[config.mk]
export PLATFORM = sky130hd
export DESIGN_NAME = cache_responder_flat
export DESIGN_NICKNAME = d
export VERILOG_FILES = /design/src/rtl/cache_responder_pkg.sv /design/src/rtl/cache_responder_if.sv /design/src/rtl/cache_responder_line_array.sv /design/src/rtl/cache_responder.sv /design/src/flat_wrapper.sv
export SDC_FILE = /design/constraint.sdc
export NUM_CORES = 1
export LEC_CHECK = 0
export CORE_MARGIN = 2
export CORE_UTILIZATION = 53
export CTS_BUF_LIST = sky130_fd_sc_hd__clkbuf_16
export DETAILED_ROUTE_END_ITERATION = 8
export PLACE_DENSITY = 0.76
export SLEW_MARGIN = 20
export SYNTH_ARGS = -nofsm -noshare
export SYNTH_HDL_FRONTEND = slang
export SYNTH_SLANG_ARGS = --single-unit
[constraint.sdc]
create_clock -name clk -period 2.32 [get_ports clk]
set_input_delay 0.232 -clock clk [delete_from_list [all_inputs] [get_ports clk]]
set_output_delay 0.232 -clock clk [all_outputs]
set_load 0.02 [all_outputs]
[src/rtl/cache_responder_pkg.sv]
// Shared types and constants for the cache responder.
//  cache_rw_e    : processor request kind (read / write / no-op)
//  cache_state_e : responder FSM states
//  CNT_W         : width of the hit/miss statistics counters
//  sat_inc       : saturating increment for the statistics counters
package cache_responder_pkg;

  localparam int CNT_W = 16;

  typedef enum logic [1:0] {
    RW_IDLE  = 2'b00,
    RW_WRITE = 2'b01,
    RW_READ  = 2'b10
  } cache_rw_e;

  typedef enum logic [2:0] {
    C_IDLE,
    C_LOOKUP,
    C_WB,
    C_FILL,
    C_RESP
  } cache_state_e;

  function automatic logic [CNT_W-1:0] sat_inc(input logic [CNT_W-1:0] v);
    return (v == {CNT_W{1'b1}}) ? v : v + 1'b1;
  endfunction

endpackage

[src/rtl/cache_responder_if.sv]
// Bus bundles around the cache responder.
//  cache_responder_if : processor side load/store handshake
//    valid/rw/address_cache/wdata from the processor (master),
//    rdata/rdata_oe/gnt/hit/busy back from the cache (slave).
//  cache_mem_if       : backing-memory req/ack port
//    mem_req/mem_we/mem_addr/mem_wdata from the cache (master),
//    mem_rdata/mem_ack back from memory (slave).
interface cache_responder_if #(
  parameter int ADDR_W = 12,
  parameter int DATA_W = 8
);
  logic              valid;
  logic [1:0]        rw;
  logic [ADDR_W-1:0] address_cache;
  logic [DATA_W-1:0] wdata;
  logic [DATA_W-1:0] rdata;
  logic              rdata_oe;
  logic              gnt;
  logic              hit;
  logic              busy;

  modport master (
    output valid, rw, address_cache, wdata,
    input  rdata, rdata_oe, gnt, hit, busy
  );

  modport slave (
    input  valid, rw, address_cache, wdata,
    output rdata, rdata_oe, gnt, hit, busy
  );
endinterface

interface cache_mem_if #(
  parameter int ADDR_W = 12,
  parameter int DATA_W = 8
);
  logic              mem_req;
  logic              mem_we;
  logic [ADDR_W-1:0] mem_addr;
  logic [DATA_W-1:0] mem_wdata;
  logic [DATA_W-1:0] mem_rdata;
  logic              mem_ack;

  modport master (
    output mem_req, mem_we, mem_addr, mem_wdata,
    input  mem_rdata, mem_ack
  );

  modport slave (
    input  mem_req, mem_we, mem_addr, mem_wdata,
    output mem_rdata, mem_ack
  );
endinterface

[src/rtl/cache_responder_line_array.sv]
// cache_line_array: direct-mapped line storage (tag, valid, dirty, data).
//  clk, rst    : clock, asynchronous active-low reset (clears valid/dirty only)
//  idx         : line index for both the read and the write port
//  we_tag      : write tag_in and set the valid bit
//  we_dirty    : write dirty_in
//  we_data     : write data_in
//  valid/dirty/tag/data : asynchronous read of line idx
module cache_line_array #(
  parameter int INDEX_W = 4,
  parameter int TAG_W   = 8,
  parameter int DATA_W  = 8
) (
  input  logic               clk,
  input  logic               rst,
  input  logic [INDEX_W-1:0] idx,
  input  logic               we_tag,
  input  logic [TAG_W-1:0]   tag_in,
  input  logic               we_dirty,
  input  logic               dirty_in,
  input  logic               we_data,
  input  logic [DATA_W-1:0]  data_in,
  output logic               valid,
  output logic               dirty,
  output logic [TAG_W-1:0]   tag,
  output logic [DATA_W-1:0]  data
);
  localparam int LINES = 1 << INDEX_W;

  logic [LINES-1:0]  valid_bits;
  logic [LINES-1:0]  dirty_bits;
  logic [TAG_W-1:0]  tag_mem  [LINES];
  logic [DATA_W-1:0] data_mem [LINES];

  // Valid/dirty need a reset, so they live in per-line flops rather than the RAM arrays.
  for (genvar gi = 0; gi < LINES; gi++) begin : g_line
    logic valid_reg;
    logic dirty_reg;
    logic sel;

    assign sel = (idx == INDEX_W'(gi));

    always_ff @(posedge clk or negedge rst) begin
      if (!rst) begin
        valid_reg <= 1'b0;
        dirty_reg <= 1'b0;
      end else begin
        if (we_tag && sel)   valid_reg <= 1'b1;
        if (we_dirty && sel) dirty_reg <= dirty_in;
      end
    end

    assign valid_bits[gi] = valid_reg;
    assign dirty_bits[gi] = dirty_reg;
  end

  always_ff @(posedge clk) begin
    if (we_tag)  tag_mem[idx]  <= tag_in;
    if (we_data) data_mem[idx] <= data_in;
  end

  assign valid = valid_bits[idx];
  assign dirty = dirty_bits[idx];
  assign tag   = tag_mem[idx];
  assign data  = data_mem[idx];

endmodule

[src/rtl/cache_responder.sv]
// cache_responder: direct-mapped, write-back, write-allocate cache responder.
//  clk       : clock, all state on the rising edge
//  rst       : asynchronous active-low reset; aborts any transaction in flight
//  cpu       : processor handshake (slave side of cache_responder_if)
//  mem       : backing-memory req/ack port (master side of cache_mem_if)
//  hit_cnt   : saturating count of hit responses
//  miss_cnt  : saturating count of miss responses
module cache_responder
  import cache_responder_pkg::*;
#(
  parameter int ADDR_W  = 12,
  parameter int DATA_W  = 8,
  parameter int INDEX_W = 4
) (
  input  logic              clk,
  input  logic              rst,
  cache_responder_if.slave  cpu,
  cache_mem_if.master       mem,
  output logic [CNT_W-1:0]  hit_cnt,
  output logic [CNT_W-1:0]  miss_cnt
);
  localparam int TAG_W = ADDR_W - INDEX_W;

  cache_state_e      state_reg, state_next;
  logic [1:0]        rw_reg;
  logic [ADDR_W-1:0] addr_reg;
  logic [DATA_W-1:0] wdata_reg;
  logic              hit_reg;

  logic [INDEX_W-1:0] idx;
  logic [TAG_W-1:0]   req_tag;
  logic               is_read, is_write, is_op;
  logic               lookup_hit;

  logic               line_valid, line_dirty;
  logic [TAG_W-1:0]   line_tag;
  logic [DATA_W-1:0]  line_data;

  logic               we_tag, we_dirty, we_data, dirty_in;
  logic [DATA_W-1:0]  data_in;

  assign idx        = addr_reg[INDEX_W-1:0];
  assign req_tag    = addr_reg[ADDR_W-1:INDEX_W];
  assign is_read    = (rw_reg == RW_READ);
  assign is_write   = (rw_reg == RW_WRITE);
  assign is_op      = is_read || is_write;
  assign lookup_hit = line_valid && (line_tag == req_tag);

  cache_line_array #(
    .INDEX_W (INDEX_W),
    .TAG_W   (TAG_W),
    .DATA_W  (DATA_W)
  ) u_lines (
    .clk      (clk),
    .rst      (rst),
    .idx      (idx),
    .we_tag   (we_tag),
    .tag_in   (req_tag),
    .we_dirty (we_dirty),
    .dirty_in (dirty_in),
    .we_data  (we_data),
    .data_in  (data_in),
    .valid    (line_valid),
    .dirty    (line_dirty),
    .tag      (line_tag),
    .data     (line_data)
  );

  // Outputs are decoded from the current state so that an async reset
  // drops mem_req/gnt immediately.
  always_comb begin
    state_next    = state_reg;
    mem.mem_req   = 1'b0;
    mem.mem_we    = 1'b0;
    mem.mem_addr  = '0;
    mem.mem_wdata = '0;
    cpu.gnt       = 1'b0;
    cpu.hit       = 1'b0;
    cpu.rdata     = '0;
    cpu.rdata_oe  = 1'b0;
    cpu.busy      = (state_reg != C_IDLE);
    we_tag        = 1'b0;
    we_dirty      = 1'b0;
    we_data       = 1'b0;
    dirty_in      = 1'b0;
    data_in       = wdata_reg;

    unique case (state_reg)
      C_IDLE: begin
        if (cpu.valid) state_next = C_LOOKUP;
      end
      C_LOOKUP: begin
        // A no-op never touches memory, whatever the line holds.
        if (!is_op || lookup_hit)       state_next = C_RESP;
        else if (line_valid && line_dirty) state_next = C_WB;
        else                            state_next = C_FILL;
      end
      C_WB: begin
        // The line is untouched until FILL, so victim address/data stay stable.
        mem.mem_req   = 1'b1;
        mem.mem_we    = 1'b1;
        mem.mem_addr  = {line_tag, idx};
        mem.mem_wdata = line_data;
        if (mem.mem_ack) state_next = C_FILL;
      end
      C_FILL: begin
        mem.mem_req  = 1'b1;
        mem.mem_addr = addr_reg;
        if (mem.mem_ack) begin
          we_tag     = 1'b1;
          we_dirty   = 1'b1;
          dirty_in   = 1'b0;
          we_data    = 1'b1;
          data_in    = mem.mem_rdata;
          state_next = C_RESP;
        end
      end
      C_RESP: begin
        cpu.gnt = 1'b1;
        cpu.hit = hit_reg;
        if (is_read) begin
          cpu.rdata    = line_data;
          cpu.rdata_oe = 1'b1;
        end
        // Store merges into the (possibly just filled) line on the gnt edge.
        if (is_write) begin
          we_data  = 1'b1;
          we_dirty = 1'b1;
          dirty_in = 1'b1;
        end
        state_next = C_IDLE;
      end
      default: state_next = C_IDLE;
    endcase
  end

  always_ff @(posedge clk or negedge rst) begin
    if (!rst) begin
      state_reg <= C_IDLE;
      rw_reg    <= RW_IDLE;
      addr_reg  <= '0;
      wdata_reg <= '0;
      hit_reg   <= 1'b0;
      hit_cnt   <= '0;
      miss_cnt  <= '0;
    end else begin
      state_reg <= state_next;
      if (state_reg == C_IDLE && cpu.valid) begin
        rw_reg    <= cpu.rw;
        addr_reg  <= cpu.address_cache;
        wdata_reg <= cpu.wdata;
      end
      if (state_reg == C_LOOKUP) hit_reg <= is_op && lookup_hit;
      if (state_reg == C_RESP && is_op) begin
        if (hit_reg) hit_cnt  <= sat_inc(hit_cnt);
        else         miss_cnt <= sat_inc(miss_cnt);
      end
    end
  end

endmodule

[src/flat_wrapper.sv]
// flat-port wrapper written by rule: the top's interface ports become plain ports
module cache_responder_flat import cache_responder_pkg::*;
#(
  parameter int ADDR_W  = 12,
  parameter int DATA_W  = 8,
  parameter int INDEX_W = 4
)
  (clk, rst, hit_cnt, miss_cnt, cpu_valid, cpu_rw, cpu_address_cache, cpu_wdata, cpu_rdata, cpu_rdata_oe, cpu_gnt, cpu_hit, cpu_busy, mem_mem_req, mem_mem_we, mem_mem_addr, mem_mem_wdata, mem_mem_rdata, mem_mem_ack);
  cache_responder_if #(.ADDR_W(ADDR_W), .DATA_W(DATA_W)) cpu_i ();
  cache_mem_if #(.ADDR_W(ADDR_W), .DATA_W(DATA_W)) mem_i ();
  input  logic clk;
  input  logic rst;
  output logic [CNT_W-1:0] hit_cnt;
  output logic [CNT_W-1:0] miss_cnt;
  input wire logic [$bits(cpu_i.valid)-1:0] cpu_valid;
  input wire logic [$bits(cpu_i.rw)-1:0] cpu_rw;
  input wire logic [$bits(cpu_i.address_cache)-1:0] cpu_address_cache;
  input wire logic [$bits(cpu_i.wdata)-1:0] cpu_wdata;
  output wire logic [$bits(cpu_i.rdata)-1:0] cpu_rdata;
  output wire logic [$bits(cpu_i.rdata_oe)-1:0] cpu_rdata_oe;
  output wire logic [$bits(cpu_i.gnt)-1:0] cpu_gnt;
  output wire logic [$bits(cpu_i.hit)-1:0] cpu_hit;
  output wire logic [$bits(cpu_i.busy)-1:0] cpu_busy;
  output wire logic [$bits(mem_i.mem_req)-1:0] mem_mem_req;
  output wire logic [$bits(mem_i.mem_we)-1:0] mem_mem_we;
  output wire logic [$bits(mem_i.mem_addr)-1:0] mem_mem_addr;
  output wire logic [$bits(mem_i.mem_wdata)-1:0] mem_mem_wdata;
  input wire logic [$bits(mem_i.mem_rdata)-1:0] mem_mem_rdata;
  input wire logic [$bits(mem_i.mem_ack)-1:0] mem_mem_ack;
  assign cpu_i.valid = cpu_valid;
  assign cpu_i.rw = cpu_rw;
  assign cpu_i.address_cache = cpu_address_cache;
  assign cpu_i.wdata = cpu_wdata;
  assign cpu_rdata = cpu_i.rdata;
  assign cpu_rdata_oe = cpu_i.rdata_oe;
  assign cpu_gnt = cpu_i.gnt;
  assign cpu_hit = cpu_i.hit;
  assign cpu_busy = cpu_i.busy;
  assign mem_mem_req = mem_i.mem_req;
  assign mem_mem_we = mem_i.mem_we;
  assign mem_mem_addr = mem_i.mem_addr;
  assign mem_mem_wdata = mem_i.mem_wdata;
  assign mem_i.mem_rdata = mem_mem_rdata;
  assign mem_i.mem_ack = mem_mem_ack;
  cache_responder #(.ADDR_W(ADDR_W), .DATA_W(DATA_W), .INDEX_W(INDEX_W)) u_core (.clk(clk), .rst(rst), .cpu(cpu_i), .mem(mem_i), .hit_cnt(hit_cnt), .miss_cnt(miss_cnt));
endmodule
==> results of run 1 <==
==> layout make-up <==
| cell class | instances | area share |
|---|---|---|
| clock buffer | 39 | 0.0529 |
| tap | 341 | 0.0231 |
| multi-input combinational | 437 | 0.240 |
| clock inverter | 27 | 0.00949 |
| timing repair buffer | 244 | 0.131 |
| sequential | 346 | 0.539 |
| inverter | 21 | 0.00454 |
==> final timing paths <==
path	from	end	slack, ns	cells after the start
setup / recovery	u_core.addr_reg[0]$_DFFE_PN0P_	mem_mem_wdata[0]	-0.49	5
hold / removal	rst	u_core.miss_cnt[9]$_DFFE_PN0P_	0.18	2
setup reg to reg	u_core.addr_reg[1]$_DFFE_PN0P_	u_core.state_reg[0]$_DFFE_PN0P_	-0.41	9
hold reg to reg	u_core.u_lines.g_line[5].valid_reg$_DFFE_PN0P_	u_core.u_lines.g_line[5].valid_reg$_DFFE_PN0P_	0.47	1
max in group asynchronous	rst	u_core.wdata_reg[2]$_DFFE_PN0P_	1.53	3
min in group clk	cpu_rw[1]	u_core.rw_reg[1]$_DFFE_PN0P_	0.29	3
==> Yosys cell counts, types with 3 or more instances <==
cell	count	share of area
a21oi_1	9	0.0031
nor3_1	14	0.0049
xnor2_1	20	0.012
nand3_1	15	0.0052
o211ai_1	3	0.0016
buf_2	14	0.0049
and3_1	7	0.0031
a22oi_1	3	0.0016
buf_1	5	0.0013
edfxtp_1	256	0.54
o21ai_0	25	0.0087
buf_4	7	0.0037
xor2_1	17	0.010
or2_2	13	0.0057
clkbuf_1	16	0.0042
nor2_1	44	0.012
nor2b_1	5	0.0022
and4_1	3	0.0018
and2_1	25	0.011
ha_1	4	0.0035
mux2_2	29	0.023
nand2_1	60	0.016
nand2b_1	12	0.0052
nand4_1	12	0.0052
mux2i_1	14	0.0098
mux4_2	79	0.12
dfrtp_1	90	0.16
inv_1	20	0.0052
a32o_1	5	0.0035
==> cell usage in the layout, fill, tap and decap left out, types with 28 or more instances in the layout <==
master           instances
edfxtp_1               256
buf_4                  113
dfrtp_1                 85
mux4_2                  79
clkdlybuf4s50_1         66
nand2_1                 56
clkbuf_16               39
buf_6                   29
nor2_1                  28
==> metrics by stage <==
| step | setup TNS, ns | setup slack [ns] |
|---|---|---|
| 4_1_cts | -12.29 | -0.500 |
| 3_3_place_gp | -7.19 | -0.327 |
| 6_report | -11.68 | -0.492 |
| 5_1_grt | -13.00 | -0.526 |
| 2_1_floorplan | -2.13 | -0.101 |
| 3_5_place_dp | -7.92 | -0.349 |
==> logic make-up after synthesis <==
group	after synthesis	share of synthesized area
muxes	122	0.157
xor gates and xnor gates	37	0.0226
AOI/OAI and AO/OA	59	0.0280
and+or+nand+nor	215	0.0754
buffers and inverters	64	0.0203
DFF	346	0.693
adders and majority gates	4	0.00349
==> report_power, final <==
part           switching, mW  leakage (nW)  internal [mW]
logic                   4.62          2.99           4.68
clock network           2.32         0.601           3.25
registers              0.586          3.44           7.97
total                   7.52          7.03           15.9
==> metal layers <==
| layer | global-route usage | up-vias | part of all wire |
|---|---|---|---|
| met5 | 0 | - | 0 |
| met4 | 0.0956 | 0 | 0.033 |
| met3 | 0.0568 | 97 | 0.093 |
| met2 | 0.425 | 502 | 0.48 |
| met1 | 0.362 | 4453 | 0.39 |
| li1 | - | 3724 | - |
==> worst max-delay path: stages, from the launching register on <==
cell	delay [ns]
dfrtp_4	0.53
buf_12	0.17
mux4_2	0.54
mux4_2	0.54
and2_4	0.17
buf_6	0.12
==> timing repair <==
| action | 4_1_cts | 5_1_grt |
|---|---|---|
| endpoints found under the hold margin | 23 | 0 |
| cloned | 3 | 0 |
| pin swaps | 33 | 17 |
| setup buffers | 23 | 5 |
| setup endpoints to repair | 41 | 149 |
| resized for setup | 214 | 38 |
| hold buffers | 1 | 0 |
==> out/metrics.yaml, run 1 <==
grt_usage: 0.264
drv_cap: 0
drc: 0
path_class: "reg -> out"
clockBufferDepth: 3
htree_levels: 2
end_kind: "output pin"
skew_ns: 0.0173
p_total_mw: 23.4
rows: 60
yosysWarnings: 0
layout-drive-gt1-share: 0.373
status: "finished, violations left"
fin_ws_ns: -0.492
place_inst: 1364
cp_max_fo: 7
startpoint_type: "flip-flop"
die_h_um: 168
n_antenna_cell: 0
syn_inst: 847
hold_path.class: "in -> async"
nets: 1124
antenna_found_initial: 0
placedInstanceArea_um2: 16700
gp_congestion: 0.851
critical_path_required_ns: 2.09
grt_overflow: 0
finalHoldViolCount: 0
fin_cells: 1455
dieWidth_um: 168
fmax_mhz: 356
clkLatencyLatePin_ns: 0.52
firstDrtPassIters: 5
routed_wl_um: 36700
initialDrtViolationCount: 862
clock_sinks: 346
io_buffers: 99
setup_viol: 28
cts.clk_slew.worst_paths_ns: 0.06
p_leak_nw: 7.03
slew_headroom: 0.484
grt_pass1_wl_um: 55500
area_growth_pct: 28.8
core_um2: 26700
vias: 8776
yosysSeqAreaShare: 0.693
ir_drop_uv: 669
async_flop_share: 0.260
postSynthAreaPerCell_um2: 16.9
grt_pass1_vias: 9198
cts_buffers: 36
finalCritPeriodShare: 1.21
synth_cell_types: 45
fill_cells: 1670
fin_area_um2: 18500
final-max-slew-violation-count: 0
start_util: 0.536
multi_input_area_um2: 4430
post-route-min-period_ns: 2.81
die_area_um2: 28400
ff_latch_area_um2: 9950
postSynthRegisterBits: 346
top_regs: "u_core.u_lines.data_mem (128), u_core.u_lines.tag_mem (128)"
ant_nets: 0
syn_area_um2: 14300
num_io_pins: 100
wl_per_cell_um: 25.2
grt_setup_unrepaired: "true"
violations: "setup timing"
fin_hold_ws_ns: 0.176
syn_nets: 885
clockRootBuffer: "clkbuf_16"
grt_max_degree: 54
worst_slew_pin_slew_ns: 0.774
ys.flop_type: "edfxtp_1"
dp_hpwl_um: 22500
critPathArrivalTime_ns: 2.58
utilization: 0.691
synth_edf_count: 256
power.density_nw_per_um2: 1270
viasPerCell: 6.03
cts_tree: "built"
(Power assumes the default switching activity.)
==> run 2, diff against run 1 <==
--- a/config.mk
+++ b/config.mk
@@ -5,11 +5,10 @@
 export SDC_FILE = /design/constraint.sdc
 export NUM_CORES = 1
 export LEC_CHECK = 0
-export CORE_MARGIN = 2
-export CORE_UTILIZATION = 53
+export CORE_UTILIZATION = 59
 export CTS_BUF_LIST = sky130_fd_sc_hd__clkbuf_16
 export DETAILED_ROUTE_END_ITERATION = 8
-export PLACE_DENSITY = 0.76
+export PLACE_DENSITY = 0.8
 export SLEW_MARGIN = 20
 export SYNTH_ARGS = -nofsm -noshare
 export SYNTH_HDL_FRONTEND = slang
==> constraint.sdc (replaced) <==
create_clock -name clk -period 2.95 [get_ports clk]
set_input_delay 0.295 -clock clk [delete_from_list [all_inputs] [get_ports clk]]
set_output_delay 0.295 -clock clk [all_outputs]
set_load 0.02 [all_outputs]
==> run 2 against run 1 <==
- the run still ends with setup timing left
- critical path type unchanged
- cell area shrank 5.9%
- register-to-register slack gained 0.64 ns
- count of clock-buffer cells in the layout shrank 1
- hold slack gained 0.081 ns
- combinational power shrank 36%
- largest power group is now sequential cells
- clock skew grew 0.012 ns
- first-iteration DRC count grew 14%
- global-route usage grew 2.7 points
- sequential power shrank 21%
- worst setup slack gained 0.46 ns
- flip-flop and latch count is the same
==> out/metrics.yaml, run 2 (synthesis results as in run 1) <==
status: "finished, violations left"  # unchanged
violations: "setup timing"  # unchanged
drc: 0  # unchanged
antenna_found_initial: 0  # unchanged
ir_drop_uv: 484  # was 669 uV
p_leak_nw: 6.50  # was 7.03 nW
setup_viol: 1  # was 28
p_clk_frac: 0.246  # was 0.238
grt_max_degree: 70  # was 54
switching_share: 0.319  # was 0.321
ant_nets: 0  # unchanged
p_sw_mw: 5.35  # was 7.52 mW
critPathArrivalTime_ns: 2.69  # was 2.58 ns
vias: 8538  # was 8776
top_regs: "u_core.u_lines.data_mem (128), u_core.u_lines.tag_mem (128)"  # unchanged
fmax_mhz: 335
power.density_nw_per_um2: 965  # was 1270 nW/um2
gp_congestion: 0.824  # was 0.851
clock_sinks: 346  # unchanged
clockRootBuffer: "clkbuf_16"  # unchanged
multi_input_area_um2: 4130  # was 4430 um2
critical_path_required_ns: 2.65  # was 2.09 ns
cts.clk_slew.worst_paths_ns: 0.06  # about the same
initialDrtViolationCount: 983  # was 862
clkLatencyLatePin_ns: 0.52  # about the same
worst_slew_pin_slew_ns: 0.655  # was 0.774 ns
drv_cap: 0  # unchanged
rows: 56  # was 60
wl_per_cell_um: 25.0  # was 25.2 um
routed_wl_um: 34300  # was 36700 um
final-max-slew-violation-count: 0  # unchanged
placedInstanceArea_um2: 16100  # was 16700 um2
cp_max_fo: 5  # was 7
end_kind: "output pin"  # unchanged
internal-power_mw: 11.4  # was 15.9 mW
fin_ws_ns: -0.0342  # was -0.492 ns
grt_pass1_vias: 8732  # was 9198
post-route-min-period_ns: 2.98
startpoint_type: "flip-flop"  # unchanged
n_antenna_cell: 0  # unchanged
grt_overflow: 0  # unchanged
fill_cells: 1436  # was 1670
grt_setup_unrepaired: "true"  # unchanged
final_cell_mix: "edfxtp_1, dfrtp_1, mux4_2, clkdlybuf4s50_1, buf_4"  # was edfxtp_1, buf_4, dfrtp_1, mux4_2, clkdlybuf4s50_1
finalCritPeriodShare: 1.01
area_growth_pct: 21.2  # was 28.8%
setup_tns_ns: -0.0342  # was -11.68 ns
power.share.sequential: 0.401  # was 0.365
die_h_um: 158  # was 168 um
final_common_cell: "edfxtp_1"  # unchanged
skew_ns: 0.0297  # was 0.0173 ns
firstDrtPassIters: 5  # unchanged
cts_buffers: 36  # unchanged
power.share.combinational: 0.353  # was 0.397
io_buffers: 99  # unchanged
dieWidth_um: 158  # was 168 um
grt_pass1_wl_um: 51700  # was 55500 um
finalHoldViolCount: 0  # unchanged
fin_hold_ws_ns: 0.257  # was 0.176 ns
fin_area_um2: 17400  # was 18500 um2
slew_headroom: 0.562  # was 0.484
start_util: 0.605  # was 0.536
hold_path.class: "in -> async"  # unchanged
viasPerCell: 6.22  # was 6.03
dp_hpwl_um: 20700  # was 22500 um
regToRegSetupSlack_ns: 0.23  # was -0.41 ns
num_io_pins: 100  # unchanged
die_area_um2: 24900  # was 28400 um2
nets: 1064  # was 1124
cts_tree: "built"  # unchanged
grt_usage: 0.291  # was 0.264
clockBufferDepth: 3  # unchanged
path_class: "reg -> out"  # unchanged
layout-drive-gt1-share: 0.275  # was 0.373
htree_levels: 2  # unchanged
ff_latch_area_um2: 9950  # about the same
core_um2: 23700  # was 26700 um2
[run 2: cell count changes in the layout (fill, tap and decap cells not counted), sizes merged, moves of 2 or more]
cell / delta
buf: -70
inv: +5
bufinv: -2
clkdlybuf4s15: +3
dlygate4sd2: -4
clkbuf: +2
clkinv: -3
clkdlybuf4s50: +8
[run 2: layer usage]
metal / wire (um) / GRT usage / share of wire / vias to the layer above
met5: 0 / 0 / 0 / -
met2: 16500 / 0.463 / 0.48 / 516
met4: 1010 / 0.102 / 0.029 / 0
li1: - / - / - / 3606
met3: 3520 / 0.0693 / 0.10 / 95
met1: 13300 / 0.397 / 0.39 / 4321
[run 2: stage by stage]
stage          instances  power, mW  setup WS [ns]  utilization
2_1_floorplan        847       10.4          0.387            -
3_3_place_gp        1289       12.0          0.234        0.680
3_5_place_dp        1289       12.2          0.189        0.680
4_1_cts             1373       16.7        -0.0244        0.735
5_1_grt             1373       17.4        -0.0770        0.734
6_report            1373       16.8        -0.0342        0.734
[run 2: path summary, 6_finish.rpt]
path,startpoint,cells past startpoint,end
max,u_core.addr_reg[0]$_DFFE_PN0P_,7,mem_mem_wdata[3]
min,rst,2,u_core.addr_reg[9]$_DFFE_PN0P_
max reg2reg,u_core.addr_reg[0]$_DFFE_PN0P_,9,u_core.state_reg[0]$_DFFE_PN0P_
min reg2reg,u_core.u_lines.g_line[15].valid_reg$_DFFE_PN0P_,1,u_core.u_lines.g_line[15].valid_reg$_DFFE_PN0P_
max in group asynchronous,rst,3,u_core.wdata_reg[3]$_DFFE_PN0P_
min in group clk,cpu_rw[0],3,u_core.rw_reg[0]$_DFFE_PN0P_
[run 2: worst max-delay path, stage by stage, from the launching register on]
cell	delay, ns
dfrtp_4	0.52
buf_8	0.15
buf_12	0.13
mux4_2	0.42
mux4_2	0.53
buf_6	0.14
and2_4	0.14
buf_6	0.12
[run 2: cell type report]
type | count | share of cell area
tap | 319 | 0.0230
inverter | 21 | 0.00454
timing repair buffer | 184 | 0.0996
clock inverter | 28 | 0.00756
clock buffer | 38 | 0.0547
sequential | 346 | 0.573
multi-input combinational | 437 | 0.238
[run 2: power groups by stage]
stage	clock network [mW]	registers [mW]	logic, mW
2_1_floorplan	0	6.67	3.71
3_3_place_gp	0	6.84	5.21
3_5_place_dp	0	6.86	5.33
4_1_cts	4.15	6.69	5.88
5_1_grt	4.35	6.76	6.30
6_report	4.12	6.72	5.92
[run 2: what timing repair did]
action	in CTS	in global routing
gates resized for setup	87	21
endpoints found under the hold margin	21	0
setup endpoints to repair	24	22
pin swaps	0	2
setup buffers	13	2
hold buffers	1	0
gates cloned	4	0
